===== config.mk =====
export PLATFORM = sky130hd
export DESIGN_NAME = vga_sync_decoder
export DESIGN_NICKNAME = d
export VERILOG_FILES = /design/src/rtl/vga_sync_decoder.sv
export SDC_FILE = /design/constraint.sdc
export NUM_CORES = 1
export LEC_CHECK = 0
export ABC_AREA = 1
export BUFFER_PORTS_ARGS = -buffer_cell sky130_fd_sc_hd__buf_2
export CAP_MARGIN = 20
export CORE_AREA = 2 2 97 99
export DETAILED_ROUTE_END_ITERATION = 8
export DIE_AREA = 0 0 99 101
export GPL_ROUTABILITY_DRIVEN = 0
export REMOVE_ABC_BUFFERS = 1
export SKIP_CTS_REPAIR_TIMING = 1
export SYNTH_ARGS = -nofsm -noshare
export SYNTH_HDL_FRONTEND = slang
export SYNTH_SLANG_ARGS = --single-unit
export TNS_END_PERCENT = 20

===== constraint.sdc =====
create_clock -name clk_div -period 1.83 [get_ports clk_div]
set_input_delay 0.183 -clock clk_div [delete_from_list [all_inputs] [get_ports clk_div]]
set_output_delay 0.183 -clock clk_div [all_outputs]
set_load 0.1 [all_outputs]

===== src/rtl/vga_sync_decoder.sv =====
// ---------------------------------------------------------------------------
// vga_sync_decoder
//   Receive-side VGA timing recovery. Samples hsync/vsync on the pixel clock,
//   rebuilds the raster position and reports whether the incoming stream
//   matches the configured mode (default 640x480, 800x525 total).
//
//   Ports
//     clk_div       in   pixel clock
//     reset         in   asynchronous, active-high
//     hsync, vsync  in   active-low syncs, already in the clk_div domain
//     pixel_x/y     out  recovered column / line (16 bit)
//     video_active  out  locked and inside the visible window
//     locked        out  high while in LOCKED
//     frame_start   out  1-cycle pulse at (0,0) while locked
//     sync_error    out  1-cycle pulse on a timing mismatch or watchdog expiry
//
//   Build option
//     VGA_SYNC_WIDTH_CHECK_EN : also verify the hsync low width against
//                               H_SYNC_WIDTH; a wrong width is treated as a
//                               bad horizontal edge.
// ---------------------------------------------------------------------------
module vga_sync_decoder #(
    parameter int H_TOTAL      = 800,
    parameter int H_VISIBLE    = 640,
    parameter int H_SYNC_START = 656,
    parameter int H_SYNC_WIDTH = 96,
    parameter int V_TOTAL      = 525,
    parameter int V_VISIBLE    = 480,
    parameter int V_SYNC_START = 490,
    parameter int LOCK_FRAMES  = 2
) (
    input  logic        clk_div,
    input  logic        reset,
    input  logic        hsync,
    input  logic        vsync,
    output logic [15:0] pixel_x,
    output logic [15:0] pixel_y,
    output logic        video_active,
    output logic        locked,
    output logic        frame_start,
    output logic        sync_error
);

    typedef enum logic [1:0] {SEARCH, H_ALIGN, VERIFY, LOCKED} state_t;

    localparam int CW = $clog2(LOCK_FRAMES + 1);

    // The sync pulse has to fit inside the line.
    if (H_SYNC_START + H_SYNC_WIDTH > H_TOTAL) begin : g_bad_cfg
        $error("vga_sync_decoder: hsync pulse extends past H_TOTAL");
    end

    state_t        state, state_n;
    logic          hs_d1, hs_d2, hs_d3;
    logic          vs_d1, vs_d2;      // vsync is only consumed at the d2 tap
    logic          line_vs;           // vsync level captured at the last hsync edge
    logic [CW-1:0] good_cnt, good_cnt_n;
    logic [15:0]   wd, wd_n;
    logic [15:0]   x_n, y_n;
    logic          err_n;
    logic          h_edge, h_bad, v_start, v_bad, w_bad, wd_expire;

    assign h_edge    = !hs_d2 && hs_d3;
    assign h_bad     = h_edge && (pixel_x != 16'(H_SYNC_START - 1));
    // A vsync start line is the first line whose hsync edge sees vsync low.
    assign v_start   = h_edge && !vs_d2 && line_vs;
    assign v_bad     = v_start && (pixel_y != 16'(V_SYNC_START));
    // Fires on the clock where the count would reach 2*H_TOTAL without an edge.
    assign wd_expire = (state != SEARCH) && !h_edge && (wd == 16'(2 * H_TOTAL - 1));

`ifdef VGA_SYNC_WIDTH_CHECK_EN
    logic [15:0] hw_cnt;
    logic        h_rise;

    assign h_rise = hs_d2 && !hs_d3;
    // At the rising edge hw_cnt holds the number of low samples seen at d2.
    assign w_bad  = h_rise && (hw_cnt != 16'(H_SYNC_WIDTH));

    always_ff @(posedge clk_div or posedge reset) begin
        if (reset)       hw_cnt <= 16'd0;
        else if (h_edge) hw_cnt <= 16'd1;
        else if (!hs_d2) hw_cnt <= hw_cnt + 16'd1;
    end
`else
    assign w_bad = 1'b0;
`endif

    always_comb begin
        state_n    = state;
        good_cnt_n = good_cnt;
        err_n      = 1'b0;
        x_n        = 16'd0;
        y_n        = 16'd0;
        wd_n       = 16'd0;
        if (state == SEARCH) begin
            good_cnt_n = '0;
            if (h_edge) begin
                state_n = H_ALIGN;
                x_n     = 16'(H_SYNC_START);
            end
        end else if (wd_expire) begin
            // Lost hsync entirely: drop back and start over from (0,0).
            state_n    = SEARCH;
            good_cnt_n = '0;
            err_n      = 1'b1;
        end else begin
            wd_n = h_edge ? 16'd0 : wd + 16'd1;
            if (pixel_x == 16'(H_TOTAL - 1)) begin
                x_n = 16'd0;
                y_n = (pixel_y == 16'(V_TOTAL - 1)) ? 16'd0 : pixel_y + 16'd1;
            end else begin
                x_n = pixel_x + 16'd1;
                y_n = pixel_y;
            end
            // Sync loads override the free-running count.
            if (h_edge)  x_n = 16'(H_SYNC_START);
            if (v_start) y_n = 16'(V_SYNC_START);

            // Horizontal faults take priority over vertical ones.
            case (state)
                H_ALIGN: begin
                    if (h_bad || w_bad) begin
                        err_n = 1'b1;
                    end else if (v_start) begin
                        state_n    = VERIFY;
                        good_cnt_n = '0;
                    end
                end
                VERIFY: begin
                    if (h_bad || w_bad) begin
                        err_n      = 1'b1;
                        state_n    = H_ALIGN;
                        good_cnt_n = '0;
                    end else if (v_bad) begin
                        err_n      = 1'b1;
                        good_cnt_n = '0;
                    end else if (v_start) begin
                        good_cnt_n = good_cnt + CW'(1);
                        if (good_cnt_n == CW'(LOCK_FRAMES)) state_n = LOCKED;
                    end
                end
                LOCKED: begin
                    if (h_bad || w_bad) begin
                        err_n      = 1'b1;
                        state_n    = H_ALIGN;
                        good_cnt_n = '0;
                    end else if (v_bad) begin
                        err_n      = 1'b1;
                        state_n    = VERIFY;
                        good_cnt_n = '0;
                    end
                end
                default: ;
            endcase
        end
    end

    // Status outputs come from the next-state values so they line up with
    // the coordinates they describe.
    always_ff @(posedge clk_div or posedge reset) begin
        if (reset) begin
            hs_d1        <= 1'b1;
            hs_d2        <= 1'b1;
            hs_d3        <= 1'b1;
            vs_d1        <= 1'b1;
            vs_d2        <= 1'b1;
            line_vs      <= 1'b1;
            state        <= SEARCH;
            good_cnt     <= '0;
            wd           <= 16'd0;
            pixel_x      <= 16'd0;
            pixel_y      <= 16'd0;
            video_active <= 1'b0;
            locked       <= 1'b0;
            frame_start  <= 1'b0;
            sync_error   <= 1'b0;
        end else begin
            hs_d1        <= hsync;
            hs_d2        <= hs_d1;
            hs_d3        <= hs_d2;
            vs_d1        <= vsync;
            vs_d2        <= vs_d1;
            if (h_edge) line_vs <= vs_d2;
            state        <= state_n;
            good_cnt     <= good_cnt_n;
            wd           <= wd_n;
            pixel_x      <= x_n;
            pixel_y      <= y_n;
            sync_error   <= err_n;
            locked       <= (state_n == LOCKED);
            frame_start  <= (state_n == LOCKED) && (x_n == 16'd0) && (y_n == 16'd0);
            video_active <= (state_n == LOCKED) && (x_n < 16'(H_VISIBLE)) &&
                            (y_n < 16'(V_VISIBLE));
        end
    end

endmodule

==> results.json <==
{
  "finalCoreUtilization_pct": 60.7,
  "diodes": 0,
  "slew_viol_final": 0,
  "whs_ns": 0.328,
  "outcome": "finished with violations",
  "die_width_um": 99,
  "first_pass_iters": 5,
  "clock_sinks": 62,
  "crit_fanout": 7,
  "reg2reg_slack_ns": -0.13,
  "rr_startpoint": "wd[1]",
  "synth-edff-count": 0,
  "endpoint_kind": "register",
  "placed_cell_area_um2": 4940,
  "htreeDepth": 3,
  "antenna_left": 0,
  "synth_warnings": 0,
  "numCtsBuffers": 9,
  "start_util_pct": 43.4,
  "synth_top_area_cell": "dfrtp_1",
  "grt_first_pass_wirelength_um": 18100,
  "rsz0062_at_grt": "yes",
  "vias": 4164,
  "netlist-cell-type-count": 32,
  "num_rows": 35,
  "antenna_found_initial": 0,
  "pre_cts_slack_ns": -0.266,
  "finalSetupTns_ns": -0.321,
  "syn_area_per_cell_um2": 6.77,
  "portBuffers": 39,
  "fin_skew_ns": 0.0147,
  "drt_wl_total_um": 11000,
  "regToRegEndpoint": "frame_start",
  "worstSkewPairLatency_ns": 0.36,
  "dp.cells": 818,
  "power_density_nw_per_um2": 991,
  "startpoint_type": "register",
  "netlist_area_um2": 3890,
  "drtIter0Drc": 223,
  "ios": 40,
  "grt_max_degree": 30,
  "core_um2": 8980,
  "max_cap_viol_count": 0,
  "layout-drive-gt1-share_pct": 32.8,
  "slowest_delay_ns": 0.41,
  "hold_viol": 0,
  "fin_cells": 848,
  "min_period_over_period_pct": 107,
  "viasPerCell": 4.91,
  "grt-ovfl-total": 0,
  "dieArea_um2": 10000,
  "ys_seq_area_share_pct": 40.0,
  "cp.arrival_ns": 2.26,
  "setup_ws_ns": -0.133,
  "fin_crit_ns": 1.96,
  "synth_most_common_cell": "nand2_1",
  "ys_async_sr_fraction_pct": 100,
  "root_buffer": "clkbuf_8",
  "grt_pass1_vias": 4033,
  "violations": "negative setup slack",
  "path_cells": "ha_4, nand3_4, nor3_4, nand3_2, nand2_4, nor2_2, nand2_1, nand2_1, nor2_1, nand2_1, nor2_1, nand2_1, nor2_2",
  "tightest_slew_ns": 0.489,
  "dp.final_hpwl_um": 8330,
  "yosysTopAreaCellShare_pct": 36.0,
  "leakage_nw": 3.06,
  "cts_tree": "done",
  "synth_area_leaders": "dfrtp_1 36%, nand2_1 14%, inv_1 9.5%",
  "clk_pin_slew_worst_paths_ns": 0.08,
  "remaining_drc_errors": 0,
  "crit_type": "register to register",
  "die_h_um": 101,
  "max_freq_mhz": 510,
  "total_power_mw": 5.40,
  "max-slew-margin-rel_pct": 67.6,
  "rr_worst_depth": 13,
  "min_path_type": "input pin to async pin",
  "nets": 742,
  "area_growth_pct": 40.0,
  "ys_ff_latch": 62,
  "yosys-top-cells-count": "147 x nand2_1, 99 x inv_1, 98 x nor2_1, 56 x dfrtp_1, 54 x nand3_1",
  "synthFlopType": "dfrtp_1",
  "cp_slowest_cell": "dfrtp_1",
  "cp.required_ns": 2.13,
  "final_cell_area_um2": 5450,
  "synthCells": 575,
  "grt_use_total_pct": 22.6,
  "wl_per_cell_um": 13.0,
  "ir_worst_vdd_mv": 0.602,
  "setup_viol": 5,
  "crit_path_frequent_cell": "nand2_1",
  "cts_buffer_depth": 2
}
-- routing by layer --
metal  routed length [um]  track usage (%)
met1                 4800             27.5
met2                 5550             39.7
met3                  460             4.30
met4                  214             8.75
met5                    0                0
-- state kept, by name, summed over array words and instances (netlist names) --
name / count
pixel_x: 16
vs_d1: 1
frame_start: 1
hs_d3: 1
video_active: 1
hs_d2: 1
sync_error: 1
line_vs: 1
locked: 1
vs_d2: 1
state: 2
pixel_y: 16
good_cnt: 2
hs_d1: 1
wd: 16
-- worst max-delay path by stage --
stage / start / end / slack, ns
2_1_floorplan: pixel_x[0] / frame_start / -0.69
3_3_place_gp: pixel_x[0] / frame_start / -0.22
3_5_place_dp: pixel_x[0] / frame_start / -0.27
4_1_cts: pixel_x[0] / frame_start / -0.28
5_1_grt: pixel_x[7] / video_active / -0.27
6_report: wd[1] / frame_start / -0.13
-- cell families after synthesis --
group / share of synthesized area [%]
and+or+nand+nor: 40.5
adders and majority gates: 1.93
DFF: 40.0
xor gates and xnor gates: 2.02
AOI/OAI and AO/OA: 5.33
buffers and inverters: 10.2
-- layout make-up --
class / count / area, um^2
Timing Repair Buffer: 148 / 1040
Clock inverter: 6 / 70.1
Multi-Input combinational cell: 408 / 2130
Fill cell: 802 / 3530
Inverter: 103 / 387
Clock buffer: 10 / 128
Sequential cell: 62 / 1570
Tap cell: 111 / 139
-- power by group --
group | total (mW) | internal [mW] | switching (mW) | leakage, nW
registers | 1.69 | 1.53 | 0.161 | 0.822
clock network | 1.28 | 0.639 | 0.638 | 0.0895
logic | 2.44 | 0.780 | 1.66 | 2.15
total | 5.40 | 2.95 | 2.46 | 3.06
-- critical path, delay by kind of cell, from the launching register on --
kind,cells,cell delay [ns]
AND/OR/NAND/NOR,12,1.33
flip-flops,1,0.41
adder cells (fa/ha/maj),1,0.17
-- layout by cell type (no fill, tap or decap), types with 2 or more instances in the layout --
cell type / instances
nand3_1: 46
inv_6: 2
nand2_1: 135
ha_1: 4
clkbuf_8: 9
dfstp_2: 6
buf_2: 39
buf_4: 104
nand2_2: 15
nand2_4: 5
or3_1: 2
nand3_2: 8
dfrtp_1: 51
nor2_2: 15
nor2_4: 9
nand4_1: 13
o21ai_2: 3
nor3_1: 15
o21ai_1: 2
inv_2: 8
inv_1: 95
nor2_1: 85
xor2_1: 7
a21oi_1: 15
dlygate4sd3_1: 3
o21ai_0: 16
dfrtp_2: 5
clkinvlp_4: 3
Note: power is estimated with default switching activity, not from simulation.
